<file path="src/rtl/md_board_multi.sv">
// Multi-ring magical dartboard: serial score load, a burst of darts scored with ring rotate/swap, one result pulse.
// Latency: out_valid rises on the edge after the first low in_valid_2 sample that follows a scored dart, and lasts one cycle.
// Backpressure: none. Beats are sampled when their valid is high in the accepting state; beats in other states, and darts past MAX_DARTS, are dropped.
//
// Ports:
//   clk, rst                  rising-edge clock, synchronous active-high reset
//   in_valid_1, in_score      score beat stream (RINGS*SECTORS beats per game)
//   in_valid_2, in_dart       dart beat; in_dart = {ring index, sector offset}
//   in_rotation, rotate_flag  rotation step (0 = swap) and direction (1 = ccw)
//   in_ring                   ring rotated or swapped by this dart
//   out_valid, out_sum, out_count  single-cycle result; sum and count are zero otherwise
module md_board_multi #(
  parameter int RINGS     = 2,
  parameter int SECTORS   = 8,
  parameter int SCORE_W   = 3,
  parameter int MAX_DARTS = 16,
  parameter int SUM_W     = 7,
  parameter int CNT_W     = 5,
  localparam int SW       = $clog2(SECTORS),
  localparam int RW       = ($clog2(RINGS) > 0) ? $clog2(RINGS) : 1
) (
  input  logic               clk,
  input  logic               rst,
  input  logic               in_valid_1,
  input  logic [SCORE_W-1:0] in_score,
  input  logic               in_valid_2,
  input  logic [RW+SW-1:0]   in_dart,
  input  logic [SW-1:0]      in_rotation,
  input  logic               rotate_flag,
  input  logic [RW-1:0]      in_ring,
  output logic               out_valid,
  output logic [SUM_W-1:0]   out_sum,
  output logic [CNT_W-1:0]   out_count
);

  localparam int TOTAL = RINGS * SECTORS;
  // Flat score index is {bank, sector}; SECTORS is a power of two so this
  // equals bank*SECTORS + sector, which is also the beat number at load time.
  localparam int IW    = RW + SW;

  typedef enum logic [1:0] {
    S_IDLE = 2'd0,
    S_LOAD = 2'd1,
    S_PLAY = 2'd2,
    S_OUT  = 2'd3
  } state_t;

  state_t             state_q, state_d;
  logic [IW-1:0]      beat_q, beat_d;
  logic [SUM_W-1:0]   sum_q, sum_d;
  logic [CNT_W-1:0]   count_q, count_d;
  logic [SW-1:0]      offset_q [RINGS];
  logic [SW-1:0]      offset_d [RINGS];
  logic [RW-1:0]      bank_q   [RINGS];
  logic [RW-1:0]      bank_d   [RINGS];
  logic [SCORE_W-1:0] score_q  [TOTAL];
  logic [SCORE_W-1:0] score_d  [TOTAL];
  logic               out_valid_q, out_valid_d;
  logic [SUM_W-1:0]   out_sum_q, out_sum_d;
  logic [CNT_W-1:0]   out_count_q, out_count_d;

  // Dart decode and hit lookup, all from pre-update state.
  logic [RW-1:0]      hit_ring;
  logic [SW-1:0]      hit_off;
  logic [SW-1:0]      hit_sec;
  logic [SCORE_W-1:0] hit_score;
  logic [RW-1:0]      ring_next;

  always_comb begin
    state_d     = state_q;
    beat_d      = beat_q;
    sum_d       = sum_q;
    count_d     = count_q;
    offset_d    = offset_q;
    bank_d      = bank_q;
    score_d     = score_q;
    out_valid_d = 1'b0;
    out_sum_d   = '0;
    out_count_d = '0;

    hit_ring  = in_dart[IW-1:SW];
    hit_off   = in_dart[SW-1:0];
    // SW-bit add wraps modulo SECTORS for free.
    hit_sec   = offset_q[hit_ring] + hit_off;
    hit_score = score_q[{bank_q[hit_ring], hit_sec}];
    // Swap partner of in_ring: the next ring, wrapping to ring 0.
    ring_next = (in_ring == RW'(RINGS - 1)) ? '0 : in_ring + RW'(1);

    unique case (state_q)
      S_IDLE: begin
        if (in_valid_1) begin
          score_d[0] = in_score;
          beat_d     = IW'(1);
          sum_d      = '0;
          count_d    = '0;
          for (int r = 0; r < RINGS; r++) begin
            offset_d[r] = '0;
            bank_d[r]   = RW'(r);
          end
          state_d = S_LOAD;
        end
      end

      S_LOAD: begin
        // Gaps (in_valid_1 low) leave the beat counter where it is.
        if (in_valid_1) begin
          score_d[beat_q] = in_score;
          if (beat_q == IW'(TOTAL - 1)) begin
            beat_d  = '0;
            state_d = S_PLAY;
          end else begin
            beat_d = beat_q + IW'(1);
          end
        end
      end

      S_PLAY: begin
        if (in_valid_2) begin
          if (count_q < CNT_W'(MAX_DARTS)) begin
            sum_d   = sum_q + SUM_W'(hit_score);
            count_d = count_q + CNT_W'(1);
            if (in_rotation != '0) begin
              if (rotate_flag) begin
                offset_d[in_ring] = offset_q[in_ring] + in_rotation;
              end else begin
                offset_d[in_ring] = offset_q[in_ring] - in_rotation;
              end
            end else begin
              // Zero step swaps the whole (bank, offset) view with the next ring.
              bank_d[in_ring]     = bank_q[ring_next];
              bank_d[ring_next]   = bank_q[in_ring];
              offset_d[in_ring]   = offset_q[ring_next];
              offset_d[ring_next] = offset_q[in_ring];
            end
          end
        end else if (count_q != '0) begin
          // A quiet cycle ends the burst only once at least one dart landed.
          state_d     = S_OUT;
          out_valid_d = 1'b1;
          out_sum_d   = sum_q;
          out_count_d = count_q;
        end
      end

      S_OUT: begin
        state_d = S_IDLE;
      end

      default: begin
        state_d = S_IDLE;
      end
    endcase
  end

  always_ff @(posedge clk) begin
    if (rst) begin
      state_q     <= S_IDLE;
      beat_q      <= '0;
      sum_q       <= '0;
      count_q     <= '0;
      out_valid_q <= 1'b0;
      out_sum_q   <= '0;
      out_count_q <= '0;
      for (int r = 0; r < RINGS; r++) begin
        offset_q[r] <= '0;
        bank_q[r]   <= RW'(r);
      end
      for (int i = 0; i < TOTAL; i++) begin
        score_q[i] <= '0;
      end
    end else begin
      state_q     <= state_d;
      beat_q      <= beat_d;
      sum_q       <= sum_d;
      count_q     <= count_d;
      out_valid_q <= out_valid_d;
      out_sum_q   <= out_sum_d;
      out_count_q <= out_count_d;
      offset_q    <= offset_d;
      bank_q      <= bank_d;
      score_q     <= score_d;
    end
  end

  assign out_valid = out_valid_q;
  assign out_sum   = out_sum_q;
  assign out_count = out_count_q;

endmodule
</file>
<file path="config.mk">
export PLATFORM = sky130hd
export DESIGN_NAME = md_board_multi
export DESIGN_NICKNAME = d
export VERILOG_FILES = /design/src/rtl/md_board_multi.sv
export SDC_FILE = /design/constraint.sdc
export NUM_CORES = 1
export LEC_CHECK = 0
export CAP_MARGIN = 5
export CELL_PAD_IN_SITES_DETAIL_PLACEMENT = 1
export CELL_PAD_IN_SITES_GLOBAL_PLACEMENT = 1
export CORE_ASPECT_RATIO = 1.4
export CORE_MARGIN = 4
export CORE_UTILIZATION = 45
export CTS_BUF_LIST = sky130_fd_sc_hd__clkbuf_4 sky130_fd_sc_hd__clkbuf_8 sky130_fd_sc_hd__clkbuf_16
export DETAILED_ROUTE_END_ITERATION = 8
export GPL_ROUTABILITY_DRIVEN = 0
export PLACE_DENSITY = 0.88
export RECOVER_POWER = 50
export SYNTH_ARGS = -nofsm -noshare
export SYNTH_HDL_FRONTEND = slang
export SYNTH_SLANG_ARGS = --single-unit
</file>
<file path="constraint.sdc">
create_clock -name clk -period 4.7 [get_ports clk]
set_input_delay 0.47 -clock clk [delete_from_list [all_inputs] [get_ports clk]]
set_output_delay 0.47 -clock clk [all_outputs]
set_load 0.005 [all_outputs]
</file>
==> results of run 1 <==
## through the flow
stage          setup WS [ns]  hold WS (ns)   TNS, ns  power [µW]
2_1_floorplan         0.9304        0.4445         0        1139
3_3_place_gp          0.1298        0.4561         0        1217
3_5_place_dp        -0.01695        0.4715  -0.01695        1245
4_1_cts               0.2633        0.4811         0        1888
5_1_grt              0.07329        0.5073         0        1961
6_report              0.2786        0.4785         0        1880
## critical path: stages
cell and delay [ns]:
clkdlybuf4s50_1 0.43, mux2_2 0.24, ha_1 0.14, inv_1 0.05, fa_1 0.94, mux4_1 0.66
mux4_2 0.49, ha_1 0.33, nor2b_1 0.13, o21ai_0 0.16, or4_1 0.51, a21oi_1 0.15
## flip-flops by register name, summed over array words and instances, names as in the netlist
name / cells
bank_q: 2
beat_q: 4
count_q: 5
offset_q: 6
out_count: 5
out_sum: 7
out_valid: 1
score_q: 48
state_q: 2
sum_q: 7
## cell type report
cell class	instances	area, µm²	area share [%]
clock buffers	10	232.7	4.807
clock inverters	4	25.02	0.5169
inverters	17	63.81	1.318
multi-input cells	338	2350	48.54
flip-flops and latches	87	1742	35.98
well taps	107	133.9	2.766
repair buffers	31	294.0	6.074
## cell families (layout without fill, tap and decap cells)
logic type,after synthesis,count (layout),share of synthesized area [%]
XOR/XNOR,6,6,1.223
AND/OR/NAND/NOR,142,142,15.47
multiplexers,37,37,13.92
adder cells (fa/ha/maj),20,20,6.525
AO/OA/AOI/OAI,133,133,17.56
flip-flops,87,87,40.55
buffers and inverters,50,62,4.748
## power by group
| part | leakage (µW) | internal, µW | switching, µW | total (µW) |
|---|---|---|---|---|
| sequential | 0.000702 | 766 | 27.2 | 793 |
| clock | 0.000124 | 356 | 287 | 643 |
| combinational | 0.00104 | 163 | 281 | 444 |
## cells in the mapped netlist (2+ instances only)
cell type / n / area share (%)
o21a_1: 2 / 0.35
clkbuf_1: 26 / 2.3
xnor2_1: 4 / 0.82
nand2_1: 50 / 4.4
fa_1: 4 / 1.9
and3_1: 2 / 0.29
nor3_1: 7 / 0.82
or3_1: 7 / 1.0
nand3_1: 12 / 1.4
nor2b_1: 2 / 0.29
mux4_2: 5 / 2.6
o21ai_0: 50 / 5.8
or4_1: 2 / 0.35
mux2_2: 2 / 0.52
o221a_2: 2 / 0.52
and2_1: 14 / 2.0
a21o_1: 2 / 0.35
xor2_1: 2 / 0.41
o31ai_1: 3 / 0.52
mux2i_1: 20 / 4.7
nand2b_1: 3 / 0.44
ha_1: 16 / 4.7
o211ai_1: 2 / 0.35
mux4_1: 10 / 6.1
dfxtp_1: 87 / 41
a21oi_1: 56 / 6.5
inv_1: 16 / 1.4
nor2_1: 36 / 3.1
a211oi_1: 2 / 0.35
nor4b_1: 2 / 0.41
buf_2: 4 / 0.47
o211a_1: 2 / 0.47
## worst max path at each step
stage                from               endpoint
6_report       in_dart[3]  sum_q[6]$_SDFFE_PP0P_
5_1_grt        in_dart[3]  sum_q[6]$_SDFFE_PP0P_
4_1_cts        in_dart[3]  sum_q[6]$_SDFFE_PP0P_
3_5_place_dp   in_dart[3]  sum_q[6]$_SDFFE_PP0P_
3_3_place_gp   in_dart[3]  sum_q[6]$_SDFFE_PP0P_
2_1_floorplan  in_dart[3]  sum_q[6]$_SDFFE_PP0P_
## per-layer routing
layer	part of all wire (%)	wire, µm	vias up
met3	3.1	354	26
li1	-	-	1702
met5	0	0	-
met1	38	4314	1805
met4	3.1	352	0
met2	56	6410	76
==> reports/qor.csv, run 1 <==
stage;metric;value;unit
status;result of the run;complete, no violations;
synth;Mapped Nets;511;
clock_network;cells resized by post-CTS repair;0;
setup_path;startpoint types;input port;
setup_path;largest fanout on the critical path;12;
synth;commonest register cell after synthesis;dfxtp_1;
setup_path;register-to-register path setup slack;0.54;ns
clock_network;Clk pin slew, worst setup/hold paths;0.06;ns
setup_path;category of the critical setup timing path;input port to flip-flop;
clock_network;post-CTS setup buffer count;0;
detailed_routing;antenna-violating nets left;0;
final_layout;most used cells in the layout excluding fill and tap cells;dfxtp_1 (87), a21oi_1 (56), nand2_1 (50), o21ai_0 (50), nor2_1 (36);
floorplanning;Cell Rows;41;
placed_design;post-placement cell count;580;
final_layout;final-layout fill cell count;1050;
floorplanning;initial core utilization;46.78;%
final_layout;area grow syn2layout;12.70;%
setup_path;worst path required time;4.97;ns
global_route;number of global-route vias before repair;3855;
min_path;sink of the worst hold path;score_q[30]$_SDFFE_PP0P_;
clock_network;maximum clock insertion buffer count;2;
detailed_routing;detailed-router iteration count before antenna repair;4;
detailed_routing;drt first-iter violations;210;
clock_network;Clk Latency, worst-skew pair;0.34;ns
floorplanning;die width;90.57;µm
global_route;maximum number of pins on one net before global-route repair;65;
power_and_ir_drop;Max VDD drop;0.2634;mV
timing;number of pins exceeding their max-slew limit in the final report;0;
final_layout;post-route core utilization;52.72;%
synth;synthesis-stage register bit count;87;
synth;syn_area_per_cell;9.043;µm²
detailed_routing;remaining design rule violation count;0;
clock_network;Post-CTS Hold Buffers;0;
global_route;GRT Overall Usage;21.27;%
clock_network;TritonCTS buffer count;9;
power_and_ir_drop;static leakage;0.001863;µW
final_layout;post-route non-filler standard cell count;594;
synth;fraction of the yosys area taken by sequential cells;40.55;%
min_path;hold_sp;score_q[30]$_SDFFE_PP0P_;
synth;post-synthesis cell count;475;
timing;transition at the pin with the smallest max-transition slack;1.238;ns
global_route;global-route layer with the greatest usage;met2;
run;max-cap viol count;0;
final_layout;most common cell after layout, fill and taps aside;dfxtp_1;
global_route;GR met3 Demand/Resource;3.686;%
floorplanning;standard cell core area;0.009183;mm²
global_route;initial antenna violation count;0;
global_route;met2 Usage GRT;41.86;%
power_and_ir_drop;total power per unit cell area;388.3;mW/mm²
setup_path;type of destination of the critical path;flip-flop;
setup_path;origin of the critical flop-to-flop path;offset_q[3]$_SDFFE_PP0P_;
setup_path;endpoint of the most critical register-to-register path;sum_q[6]$_SDFFE_PP0P_;
clock_network;H-tree depth;3;
setup_path;depth of the worst register-to-register path;11;
placed_design;count of buffers inserted at the top-level ports;28;
clock_network;total clock sinks;87;
detailed_routing;WL/cell;19.25;µm
floorplanning;Boundary Pins;29;
timing;share of the clock period used by the worst path after layout;94.07;%
clock_network;library cell used as clock root buffer;clkbuf_16;
final_layout;diode insertion count for antenna repair;0;
placed_design;post-detail-place hpwl;7858;µm
floorplanning;die area;0.01119;mm²
final_layout;share of cells above drive strength 1;6.366;%
floorplanning;vertical die dimension;123.6;µm
timing;unrepaired setup endpoints after global routing;false;
timing;maximum clock skew at final layout;0.005160;ns
final_layout;finished layout cell area;0.004841;mm²
detailed_routing;via count;3609;
global_route;global-route wire length before repair;18670;µm
timing;worst max-slew margin expressed relative to the limit;17.43;%
timing;post-layout min period;4.421;ns
global_route;leftover overflow at the end of global routing;0;
detailed_routing;total wire length;11430;µm
placed_design;Post-DP Area;0.004587;mm²
timing;final number of hold-violating endpoints;0;
timing;Max Fclk;226.2;MHz
clock_network;clock tree from TritonCTS;yes;
synth;area of the mapped netlist;0.004295;mm²
min_path;Min-Delay Path Class;flip-flop to flip-flop;
setup_path;arrival time of data at the critical path endpoint;4.69;ns
timing;total setup violations reported at the end of the flow;0;
synth;library cells used by synthesis;53;
global_route;met1 Resource Use GR;21.40;%
synth;number of enable flip-flop cells after synthesis;0;
detailed_routing;vias per inst;6.076;
min_path;instance count along the most critical hold path;2;
final_layout;number of nets in the final layout;520;
synth;synthesis warning total;0;
synth;asr flop ratio synth;0;%
Power figures use the tool's default switching activity.
==> run 2, diff against run 1 <==
--- a/config.mk
+++ b/config.mk
@@ -16,6 +16,7 @@
 export GPL_ROUTABILITY_DRIVEN = 0
 export PLACE_DENSITY = 0.88
 export RECOVER_POWER = 50
+export SKIP_LAST_GASP = 1
 export SYNTH_ARGS = -nofsm -noshare
 export SYNTH_HDL_FRONTEND = slang
 export SYNTH_SLANG_ARGS = --single-unit
==> results of run 2 <==
Final layout, timing and power as in run 1 (identical DEF).
==> run 3, diff against run 2 <==
==> config.mk (replaced) <==
export PLATFORM = sky130hd
export DESIGN_NAME = md_board_multi
export DESIGN_NICKNAME = d
export VERILOG_FILES = /design/src/rtl/md_board_multi.sv
export SDC_FILE = /design/constraint.sdc
export NUM_CORES = 1
export LEC_CHECK = 0
export CAP_MARGIN = 10
export CORE_ASPECT_RATIO = 1.4
export CORE_MARGIN = 4
export CORE_UTILIZATION = 59
export CTS_BUF_LIST = sky130_fd_sc_hd__clkbuf_4 sky130_fd_sc_hd__clkbuf_8 sky130_fd_sc_hd__clkbuf_16
export DETAILED_ROUTE_END_ITERATION = 8
export GPL_ROUTABILITY_DRIVEN = 0
export PLACE_DENSITY = 0.89
export RECOVER_POWER = 50
export SKIP_LAST_GASP = 1
export SYNTH_ARGS = -nofsm -noshare
export SYNTH_HDL_FRONTEND = slang
export SYNTH_SLANG_ARGS = --single-unit
==> constraint.sdc (replaced) <==
create_clock -name clk -period 4.7 [get_ports clk]
set_input_delay 0.47 -clock clk [delete_from_list [all_inputs] [get_ports clk]]
set_output_delay 0.47 -clock clk [all_outputs]
set_load 0.1 [all_outputs]
==> run 3 against run 2 <==
Non-clock buffer count unchanged. Via count shrank 2.0%. Sequential cell count unchanged. Critical path depth stayed put. Sequential power hardly changed. Wire length fell by 14%. First-iteration DRC count rose by 33%. Maximum frequency is 0.12% lower. Cell area shrank 1.4%. Power down 6.6%. Critical path type unchanged.
==> reports/qor.csv, run 3 (synthesized netlist as in run 1, its figures left out) <==
stage;metric;value;unit;change
clock_network;Clk Latency, worst-skew pair;0.37;ns;+0.03 ns
final_layout;area taken by multi-input logic gates;0.002350;mm²;unchanged
clock_network;H-tree depth;3;;unchanged
setup_path;type of destination of the critical path;flip-flop;;
clock_network;total clock sinks;87;;unchanged
detailed_routing;via count;3536;;-2.0%
setup_path;crit path max-delay cell type;fa_1;;
setup_path;register-to-register path setup slack;0.45;ns;-0.09 ns
setup_path;depth of the worst register-to-register path;11;;unchanged
power_and_ir_drop;Max VDD drop;0.2125;mV;-19%
detailed_routing;detailed-router iteration count before antenna repair;6;;+2
setup_path;arrival time of data at the critical path endpoint;4.72;ns;+0.03 ns
detailed_routing;WL/cell;16.84;µm;-13%
clock_network;Clk pin slew, worst setup/hold paths;0.08;ns;+0.02 ns
power_and_ir_drop;total power per unit cell area;367.9;mW/mm²;-5.3%
timing;worst max-slew margin expressed relative to the limit;24.60;%;+7.2 points
floorplanning;die width;80.11;µm;-12%
global_route;number of global-route vias before repair;3542;;-8.1%
detailed_routing;remaining design rule violation count;0;;unchanged
final_layout;post-route core utilization;67.91;%;+15 points
timing;Max Fclk;225.9;MHz;-0.12%
global_route;leftover overflow at the end of global routing;0;;unchanged
setup_path;startpoint types;input port;;
setup_path;largest fanout on the critical path;12;;unchanged
global_route;GRT Overall Usage;24.15;%;+2.9 points
floorplanning;Boundary Pins;29;;unchanged
floorplanning;vertical die dimension;109.0;µm;-12%
timing;total setup violations reported at the end of the flow;0;;unchanged
final_layout;final-layout fill cell count;567;;-46%
setup_path;endpoint of the most critical register-to-register path;sum_q[6]$_SDFFE_PP0P_;;
setup_path;origin of the critical flop-to-flop path;offset_q[3]$_SDFFE_PP0P_;;
final_layout;area grow syn2layout;11.10;%;
floorplanning;die area;0.008728;mm²;-22%
floorplanning;standard cell core area;0.007027;mm²;-23%
timing;TNS Setup;0;ns;unchanged
timing;transition at the pin with the smallest max-transition slack;1.131;ns;-0.1075 ns
min_path;Min-Delay Path Class;flip-flop to flip-flop;;
final_layout;largest reg by FF count;score_q;;
min_path;hold_sp;score_q[19]$_SDFFE_PP0P_;;
power_and_ir_drop;static leakage;0.001796;µW;-3.6%
placed_design;count of buffers inserted at the top-level ports;28;;unchanged
status;result of the run;complete, no violations;;
timing;maximum clock skew at final layout;0.01014;ns;+0.004984 ns
timing;number of pins exceeding their max-slew limit in the final report;0;;unchanged
clock_network;maximum clock insertion buffer count;2;;unchanged
final_layout;most common cell after layout, fill and taps aside;dfxtp_1;;
final_layout;max FFs per register;48;;unchanged
run;max-cap viol count;0;;unchanged
global_route;initial antenna violation count;0;;unchanged
final_layout;diode insertion count for antenna repair;0;;unchanged
setup_path;critical path, cell by cell;clkdlybuf4s50_1 -> mux2_2 -> ha_1 -> inv_1 -> fa_1 -> mux4_1 -> mux4_2 -> ha_1 -> nor2b_1 -> o21ai_0 -> or4_1 -> a21oi_1;;
timing;post-layout min period;4.427;ns;+0.005208 ns
clock_network;library cell used as clock root buffer;clkbuf_8;;
setup_path;delay of the slowest cell on the worst path;0.95;ns;about the same
detailed_routing;vias per inst;6.055;;-0.35%
floorplanning;initial core utilization;61.13;%;+14 points
detailed_routing;drt first-iter violations;279;;+33%
detailed_routing;antenna-violating nets left;0;;unchanged
final_layout;post-route non-filler standard cell count;584;;-1.7%
clock_network;cells resized by post-CTS repair;0;;unchanged
placed_design;post-detail-place hpwl;6779;µm;-14%
placed_design;post-placement cell count;568;;-2.1%
timing;final number of hold-violating endpoints;0;;unchanged
setup_path;category of the critical setup timing path;input port to flip-flop;;
clock_network;clock tree from TritonCTS;yes;;
clock_network;Post-CTS Hold Buffers;0;;unchanged
final_layout;Sequential Area;0.001742;mm²;unchanged
global_route;maximum number of pins on one net before global-route repair;65;;unchanged
floorplanning;Cell Rows;36;;-12%
global_route;global-route wire length before repair;16220;µm;-13%
final_layout;share of cells above drive strength 1;6.748;%;+0.38 points
clock_network;post-CTS setup buffer count;0;;unchanged
clock_network;TritonCTS buffer count;9;;unchanged
final_layout;number of nets in the final layout;520;;unchanged
timing;unrepaired setup endpoints after global routing;false;;
final_layout;most used cells in the layout excluding fill and tap cells;dfxtp_1 (87), a21oi_1 (56), nand2_1 (50), o21ai_0 (50), nor2_1 (36);;
min_path;sink of the worst hold path;score_q[19]$_SDFFE_PP0P_;;
detailed_routing;total wire length;9834;µm;-14%
setup_path;critical path's most frequent cell;ha_1;;
setup_path;worst path required time;5.00;ns;+0.03 ns
timing;share of the clock period used by the worst path after layout;94.18;%;+0.11 points
min_path;instance count along the most critical hold path;2;;unchanged
==> run 3: critical path, delay by kind of cell <==
kind,cells,cell delay [ns]
muxes,3,1.38
buffers and inverters,2,0.48
AOI/OAI and AO/OA,2,0.31
and+or+nand+nor,2,0.66
adders and majority gates,3,1.41
==> run 3: layout make-up <==
cell class,instances,area share [%]
repair buffers,31,6.162
flip-flops and latches,87,36.50
multi-input cells,338,49.24
well taps,95,2.491
clock inverters,7,1.678
clock buffers,9,2.596
inverters,17,1.337
==> run 3: power by group <==
group	internal, µW	total, µW	switching [µW]
sequential	765	792	26.9
combinational	163	428	265
clock	251	536	285
==> run 3: layer usage <==
layer  global-route usage, %  wire length, µm  vias to the layer above
met5                       0                0                        -
met4                   15.94              577                        0
met3                   4.628              428                       54
met2                   43.07             5115                      117
met1                   25.39             3713                     1657
li1                        -                -                     1708
==> run 3: metrics by stage <==
stage          power, µW  hold WS (ns)  setup slack, ns  area, µm²
2_1_floorplan       1139        0.4445           0.9304       4295
3_3_place_gp        1208        0.4577           0.1258       4572
3_5_place_dp        1227        0.4672         -0.07085       4572
4_1_cts             1754        0.4790           0.2783       4776
5_1_grt             1834        0.5132          0.04806       4772
6_report            1756        0.4827           0.2733       4772
==> run 3: worst max path at each step <==
stage                     startpoint                    end  slack (ns)  cells after the start
after global routing      in_dart[3]  sum_q[6]$_SDFFE_PP0P_        0.05                     12
after global placement    in_dart[3]  sum_q[6]$_SDFFE_PP0P_        0.13                     12
final                     in_dart[3]  sum_q[6]$_SDFFE_PP0P_        0.27                     12
after detailed placement  in_dart[3]  sum_q[6]$_SDFFE_PP0P_       -0.07                     12
after CTS                 in_dart[3]  sum_q[6]$_SDFFE_PP0P_        0.28                     12
after floorplan           in_dart[3]  sum_q[6]$_SDFFE_PP0P_        0.93                     12
